[config.mk]
export PLATFORM = sky130hd
export DESIGN_NAME = control_sequencer
export DESIGN_NICKNAME = d
export VERILOG_FILES = /design/src/rtl/cu_pkg.sv /design/src/rtl/cu_onehot_decoder.sv /design/src/rtl/control_sequencer.sv
export SDC_FILE = /design/constraint.sdc
export NUM_CORES = 1
export LEC_CHECK = 0
export BUFFER_PORTS_ARGS = -buffer_cell sky130_fd_sc_hd__buf_2
export CAP_MARGIN = 0
export CELL_PAD_IN_SITES_DETAIL_PLACEMENT = 2
export CELL_PAD_IN_SITES_GLOBAL_PLACEMENT = 2
export CORE_ASPECT_RATIO = 0.75
export CORE_MARGIN = 1.5
export CORE_UTILIZATION = 24
export CTS_CLUSTER_SIZE = 24
export DETAILED_ROUTE_END_ITERATION = 12
export GPL_ROUTABILITY_DRIVEN = 1
export PLACE_DENSITY = 0.8
export SYNTH_ARGS = -nofsm -noshare
export SYNTH_HDL_FRONTEND = slang
export SYNTH_SLANG_ARGS = --single-unit
[constraint.sdc]
create_clock -name Clock -period 1.5 [get_ports Clock]
set_clock_uncertainty 0.05 [all_clocks]
set_input_delay 0.075 -clock Clock [delete_from_list [all_inputs] [get_ports Clock]]
set_output_delay 0.075 -clock Clock [all_outputs]
set_load 0.005 [all_outputs]
[src/rtl/cu_pkg.sv]
// Shared definitions for the control sequencer slice.
//   state_t       : sequencer state encoding
//   OP_*          : opcode values carried in the instruction word
//   instr_width() : instruction word width for a given register-field width
//   op_lsb()      : bit offset of the opcode field
//   dst_lsb()     : bit offset of the destination field (source sits at bit 0)
package cu_pkg;

  typedef enum logic [2:0] {
    ST_IDLE  = 3'd0,
    ST_T1    = 3'd1,
    ST_T2    = 3'd2,
    ST_T3    = 3'd3,
    ST_ABORT = 3'd4
  } state_t;

  localparam logic [1:0] OP_ADD = 2'd0;
  localparam logic [1:0] OP_SUB = 2'd1;
  localparam logic [1:0] OP_MUL = 2'd2;
  localparam logic [1:0] OP_DIV = 2'd3;

  function automatic int unsigned instr_width(input int unsigned rsw);
    return 2 + 2 * rsw;
  endfunction

  function automatic int unsigned op_lsb(input int unsigned rsw);
    return 2 * rsw;
  endfunction

  function automatic int unsigned dst_lsb(input int unsigned rsw);
    return rsw;
  endfunction

endpackage

[src/rtl/cu_onehot_decoder.sv]
// Index-to-one-hot decoder.
//   idx    : W-bit register index
//   en     : output is all-zero when low
//   onehot : N-bit one-hot vector; an idx >= N yields all-zero
module cu_onehot_decoder #(
  parameter int N = 4,
  parameter int W = (N > 1) ? $clog2(N) : 1
) (
  input  logic [W-1:0] idx,
  input  logic         en,
  output logic [N-1:0] onehot
);

  always_comb begin
    onehot = '0;
    for (int unsigned i = 0; i < N; i++) begin
      if (en && (idx == W'(i))) onehot[i] = 1'b1;
    end
  end

endmodule

[src/rtl/control_sequencer.sv]
// Hardwired control sequencer for the register-bus datapath.
// Latches {opcode, dst, src} on Start in IDLE, then runs
// T1 (dst -> Y), T2 (src + Y through ALU into Z, waits on AluDone with an
// optional timeout), T3 (Z -> dst). A timeout goes through ABORT instead.
//   Clock, Reset          : rising-edge clock, synchronous active-high reset
//   Start, InstrWord      : instruction request and word (sampled in IDLE)
//   AluDone               : ALU result valid this cycle
//   RegIn, RegOut         : one-hot register load / bus-drive strobes
//   Add, Sub, Mul, Div    : ALU operation select
//   SelectY, Yin, Zin, Zout : Y-mux select, Y load, Z load, Z bus drive
//   Busy, Done, Error     : in-progress flag, write-back pulse, timeout pulse
//   Step                  : debug step index (0 IDLE, 1 T1, 2 T2, 3 T3/ABORT)
module control_sequencer
  import cu_pkg::*;
#(
  parameter int NUM_REGS   = 4,
  parameter int RSW        = $clog2(NUM_REGS),
  parameter int WAIT_LIMIT = 15
) (
  input  logic                 Clock,
  input  logic                 Reset,
  input  logic                 Start,
  input  logic [2+2*RSW-1:0]   InstrWord,
  input  logic                 AluDone,
  output logic [NUM_REGS-1:0]  RegIn,
  output logic [NUM_REGS-1:0]  RegOut,
  output logic                 Add,
  output logic                 Sub,
  output logic                 Mul,
  output logic                 Div,
  output logic                 SelectY,
  output logic                 Yin,
  output logic                 Zin,
  output logic                 Zout,
  output logic                 Busy,
  output logic                 Done,
  output logic                 Error,
  output logic [1:0]           Step
);

  localparam int unsigned IW   = instr_width(RSW);
  localparam int unsigned OPL  = op_lsb(RSW);
  localparam int unsigned DSTL = dst_lsb(RSW);

  localparam int CW  = ($clog2(WAIT_LIMIT + 1) < 1) ? 1 : $clog2(WAIT_LIMIT + 1);
  localparam int LM1 = (WAIT_LIMIT > 0) ? WAIT_LIMIT - 1 : 0;
  // Counter holds the number of T2 cycles already spent, so the limit cycle
  // is the one where it equals WAIT_LIMIT-1.
  localparam logic [CW-1:0] LIMIT_LAST = CW'(LM1);

  state_t          state, state_nxt;
  logic [IW-1:0]   ir;
  logic [CW-1:0]   cnt;
  logic [1:0]      op;
  logic [RSW-1:0]  dst, src;
  logic            timeout;
  logic [RSW-1:0]  rout_idx;
  logic            rout_en, rin_en;

  assign op  = ir[OPL +: 2];
  assign dst = ir[DSTL +: RSW];
  assign src = ir[RSW-1:0];

  assign timeout = (WAIT_LIMIT != 0) && (cnt == LIMIT_LAST);

  always_ff @(posedge Clock) begin
    if (Reset) begin
      state <= ST_IDLE;
      ir    <= '0;
      cnt   <= '0;
    end else begin
      state <= state_nxt;
      if (state == ST_IDLE && Start) ir <= InstrWord;
      if (state == ST_T1) begin
        cnt <= '0;
      end else if (state == ST_T2 && !AluDone && cnt != '1) begin
        cnt <= cnt + CW'(1);
      end
    end
  end

  always_comb begin
    state_nxt = state;
    rout_idx  = dst;
    rout_en   = 1'b0;
    rin_en    = 1'b0;
    Add       = 1'b0;
    Sub       = 1'b0;
    Mul       = 1'b0;
    Div       = 1'b0;
    SelectY   = 1'b0;
    Yin       = 1'b0;
    Zin       = 1'b0;
    Zout      = 1'b0;
    Busy      = 1'b0;
    Done      = 1'b0;
    Error     = 1'b0;
    Step      = 2'd0;
    case (state)
      ST_IDLE: begin
        if (Start) state_nxt = ST_T1;
      end
      ST_T1: begin
        rout_en   = 1'b1;
        Yin       = 1'b1;
        Busy      = 1'b1;
        Step      = 2'd1;
        state_nxt = ST_T2;
      end
      ST_T2: begin
        rout_idx = src;
        rout_en  = 1'b1;
        SelectY  = 1'b1;
        Add      = (op == OP_ADD);
        Sub      = (op == OP_SUB);
        Mul      = (op == OP_MUL);
        Div      = (op == OP_DIV);
        Zin      = AluDone;
        Busy     = 1'b1;
        Step     = 2'd2;
        if (AluDone)      state_nxt = ST_T3;
        else if (timeout) state_nxt = ST_ABORT;
      end
      ST_T3: begin
        rin_en    = 1'b1;
        Zout      = 1'b1;
        Done      = 1'b1;
        Busy      = 1'b1;
        Step      = 2'd3;
        state_nxt = ST_IDLE;
      end
      ST_ABORT: begin
        Error     = 1'b1;
        Busy      = 1'b1;
        Step      = 2'd3;
        state_nxt = ST_IDLE;
      end
      default: state_nxt = ST_IDLE;
    endcase
  end

  cu_onehot_decoder #(.N(NUM_REGS), .W(RSW)) u_dec_regout (
    .idx    (rout_idx),
    .en     (rout_en),
    .onehot (RegOut)
  );

  cu_onehot_decoder #(.N(NUM_REGS), .W(RSW)) u_dec_regin (
    .idx    (dst),
    .en     (rin_en),
    .onehot (RegIn)
  );

endmodule

-- Word level (Yosys, flattened, before mapping)
Cells that the tools add are included.
- flip-flop bits (word level): 13
- input port bits: 10
- output and inout bits: 21
- word-level logic and storage cells: 67
- $add $sub $neg: 1
- equality and inequality tests: 17
- multiplexer cells: 25
- reductions and logical operators: 21
- operators by type and width (operator ; count):
    $mux 1 ; 19
    $eq 2x2->1 const B ; 6
    $logic_and 1x1->1 ; 11
    $mux 3 ; 3
    $pmux 3 s3 ; 1
    $eq 2x1->1 const B ; 3
    $eq 3x2->1 const B ; 2
    $logic_not 2->1 ; 3
    $pmux 2 s3 ; 1
    $reduce_or 2->1 ; 3
    $add 4x1->4 const B ; 1
    $eq 4x4->1 const B ; 1
    $ne 4x4->1 const B ; 1
    $reduce_or 4->1 ; 1
    $eq 3x1->1 const B ; 1
    $eq 3x3->1 const B ; 1
    $logic_not 3->1 ; 1
    $ne 3x3->1 const B ; 1
    $mux 2 ; 1
    $ne 2x2->1 const B ; 1
    $reduce_and 2->1 ; 1
    $logic_not 1->1 ; 1

-- Depth between registers and ports, before layout
- depth in word-level cells: 5
- mapped depth: 5
- mapped depth without buffers: 5

-- Hierarchy
Synthesis repeated with hierarchy kept, for this count alone.
- cells, all modules: 92
- area, all modules: 798.3 um^2
- by module, submodules not included (module ; times used ; cells each ; area an instance (um^2) ; seq. area each (um^2)):
    control_sequencer ; 1 ; 84 ; 723.2 ; 260.2
    cu_onehot_decoder ; 2 ; 4 ; 37.5 ; 0.0

-- Least setup slack after synthesis
OpenSTA, ideal clock, no wires.
- kind: flip-flop to output port
- start: register state[2]
- end: output RegOut[0]
- arrival: 1293 ps
- required time: 1375 ps
- setup slack: 82 ps
- cell stages (with the launch flop): 5
- buffers on the path: 1
- cell sequence: dfxtp_1 buf_2 nor3b_2 mux2i_1 nor3b_1
- word-level cells in the longest chain between the ends: 5
- elaborated cells on any way between the ends: 8
- those cells by class: eq/ne: 2; mux: 3; reduce/logical: 3
- RTL lines (what ; RTL line ; text):
    start: declaration ; control_sequencer.sv:51 ; state_t state, state_nxt;
    start signal: assignment ; control_sequencer.sv:72 ; state <= state_nxt;
    $eq 3x1->1 or $eq 3x2->1 (tied branches) ; control_sequencer.sv:99 ; case (state)
    $reduce_or 2->1 (no source line) or $mux 2 (tied branches) ; -- ;
    $mux 1 or $logic_not 2->1 (tied branches) ; control_sequencer.sv:99, cu_onehot_decoder.sv:17 ;
    $logic_and 1x1->1 * ; cu_onehot_decoder.sv:17 ; if (en && (idx == W'(i))) onehot[i] = 1'b1;
    $mux 1 * ; cu_onehot_decoder.sv:17 ;
    end: declaration ; control_sequencer.sv:26 ; output logic [NUM_REGS-1:0] RegOut,
Every way passes the cells marked *; elsewhere a longest branch is shown, timed or not.

-- Worst setup path after layout
- start: register state[2]
- end: output RegOut[2]
- word-level cells in the longest chain between the ends: 5
- elaborated cells on any way between the ends: 8
- those cells by class: eq/ne: 3; mux: 3; reduce/logical: 2
- RTL lines (what ; RTL line):
    $eq 3x2->1 or $eq 3x1->1 (tied branches) ; control_sequencer.sv:99
    $mux 2 or $reduce_or 2->1 (tied branches) ; --
    $eq 2x2->1 or $mux 1 (tied branches) ; cu_onehot_decoder.sv:17, control_sequencer.sv:99
    $logic_and 1x1->1 * ; cu_onehot_decoder.sv:17
    $mux 1 * ; cu_onehot_decoder.sv:17
Marks and branches as above.

==> reports/qor.txt <==
Highest Clock Rate: 603.1 MHz
CTS tree: yes
yosys warns: 0
final RePlAce weighted congestion: 0.7875
Seq/Total Area, Yosys: 0.3200
io pins: 31
final period utilization: 1.105
synthesized area per cell: 8.840 um2
first-pass GRT wire length: 5071 um
dpl ws: -0.1605 ns
clock latency at the later pin of the worst-skew pair: 0.26 ns
Mapped Area: 813.3 um2
status: finished with violations
final-stage net count: 155
Crit Path Max Fanout: 4
Data arrival, critical path: 1.53 ns
cts hold-fix bufs: 0
crit path time final: 1.658 ns
DIE HEIGHT: 53.42 um
drt drc: 0
DRT Wirelength: 3536 um
CP Class: flip-flop to output port
Core Area: 0.003266 mm2
Post-synth top cells: dfxtp_1, mux2i_1, nor2_1
Cells after Synth: 92
WP data required: 1.37 ns
total CTS buffers: 3
vias in the first global route: 961
final instance area: 0.001323 mm2
Synth Register Bits: 13
PnR worst setup slack: -0.1582 ns
clock sink count: 13
Layout area overhead: 62.62%
worst hold path type: input pin to flip-flop
Hold Vio Cnt, Final: 0
reg2reg start: state[0]
routed length per instance: 19.43 um
post-synth top area share: 0.3200
H-tree depth: 1
CP startpoint kind: flip-flop
die area: 0.003751 mm2
maximum root-to-sink buffer count: 2
synth top area cells: dfxtp_1, mux2i_1, nor3b_1
RSZ-0062 raised after global routing: yes
Power Dens Cells: 752.0 mW/mm2
max-cap violation count: 0
Yosys top cell by area: dfxtp_1
VDD IR max: 564.2 uV
Slew HR: 0.7887
share of cells above drive strength 1: 0.5634
clock root buffer: clkbuf_8
Netlist cell types: 37
final number of setup-violating endpoints: 13
GR Util All Layers: 0.1865
worst-margin pin slew: 0.3125 ns
critical path capture point type: output port
Fill cells: 372
violated checks: setup timing
Overflow after GRT: 0
Synth async-reset ratio: 0
worst hold start: InstrWord[4]
most common flop cell mapped by yosys: dfxtp_1
Multi-input gate area: 613.1 um2
cell row count: 18
antenna-violating nets left: 0
first-pass detailed-route iteration total: 3
antenna violations before repair: 0
hpwl dp: 2154 um
CTS clk-pin slew, worst paths: 0.06 ns
placed cell area: 0.001067 mm2
ANT cells: 0
most common cell in the netlist: dfxtp_1
Die W: 70.22 um
critical path startpoint: state[2]
Post-synth EDFFs: 0
P_leak: 0.0006167 uW
fin. max-slew vios: 0
FF+latch area: 271.5 um2
effective utilization at floorplan: 0.2490
routed vias: 897
vias per cell: 4.929
Buffers on Ports: 30
Syn Nets: 104
WHS: 0.002774 ns
initial DRC count: 12
largest net degree at the start of global routing: 13
layout by cell type, fill, tap and decap left out, types with 3 or more instances in the layout:
cell | Yosys | routed
a21oi_1 | 4 | 4
dfxtp_4 | 0 | 3
dfxtp_1 | 13 | 10
nor3_1 | 5 | 3
buf_2 | 2 | 30
clkbuf_8 | 0 | 3
inv_1 | 4 | 3
nor2_1 | 8 | 7
nand2_1 | 4 | 3
nor3b_2 | 1 | 3
mux2i_1 | 8 | 6
buf_4 | 1 | 19
buf_6 | 1 | 3
critical path, stage by stage (launching register included):
cell	delay [ns]
dfxtp_4	0.37
nor3b_4	0.25
mux2i_2	0.32
buf_4	0.17
nor3_4	0.04
buf_2	0.12
metrics by stage:
step,setup TNS [ns],total power [uW],utilization,std cells
detailed placement,-0.1930,585.3,0.3268,168
floorplan,0,499.5,-,92
global route,-1.686,1039,0.4050,182
CTS,-0.3025,952.1,0.3724,179
finish,-0.8556,994.6,0.4050,182
global placement,0,571.8,0.3268,168
final cells by class:
cell class              instances  area share
clock buffers                   3     0.03122
clock inverters                 1    0.003784
inverters                       4     0.01135
multi-input cells              69      0.4636
flip-flops and latches         13      0.2053
well taps                      40     0.03784
repair buffers                 52      0.2469
kinds of logic (layout without fill, tap and decap cells):
group | count (synthesis) | count (layout) | synth area share
buffers and inverters | 10 | 60 | 0.06307
XOR/XNOR | 1 | 1 | 0.01077
adder cells (fa/ha/maj) | 2 | 2 | 0.03076
AO/OA/AOI/OAI | 10 | 10 | 0.08001
flip-flops | 13 | 13 | 0.3200
AND/OR/NAND/NOR | 48 | 48 | 0.3969
multiplexers | 8 | 8 | 0.09847
path summary, 6_finish.rpt:
check	end	slack (ns)	cells after the start
max	RegOut[2]	-0.16	5
min	ir[4]	0.003	3
max reg2reg	ir[3]	-0.08	6
min reg2reg	ir[0]	0.50	2
sequential cells by signal, indices dropped and copies added (netlist names):
register  flops
state         3
ir            6
cnt           4
timing repair:
item,in CTS,in global routing
gates resized for setup,15,17
pin swaps,2,4
setup buffers,7,4
cloned,0,0
endpoints found under the setup margin,21,22
per-layer routing:
| metal | routed length, um | track usage | vias up |
|---|---|---|---|
| met5 | 0 | 0 | - |
| met4 | 40 | 0.03846 | 0 |
| met3 | 96 | 0.04381 | 5 |
| met2 | 2021 | 0.3746 | 18 |
| met1 | 1377 | 0.2027 | 446 |
| li1 | - | - | 428 |
where the power goes:
part	leakage, uW	switching, uW	internal, uW	total [uW]
logic	0.000483	122	141	263
registers	0.000108	28.3	362	390
clock network	0.0000255	156	185	341
Note: power is estimated with default switching activity, not from simulation.
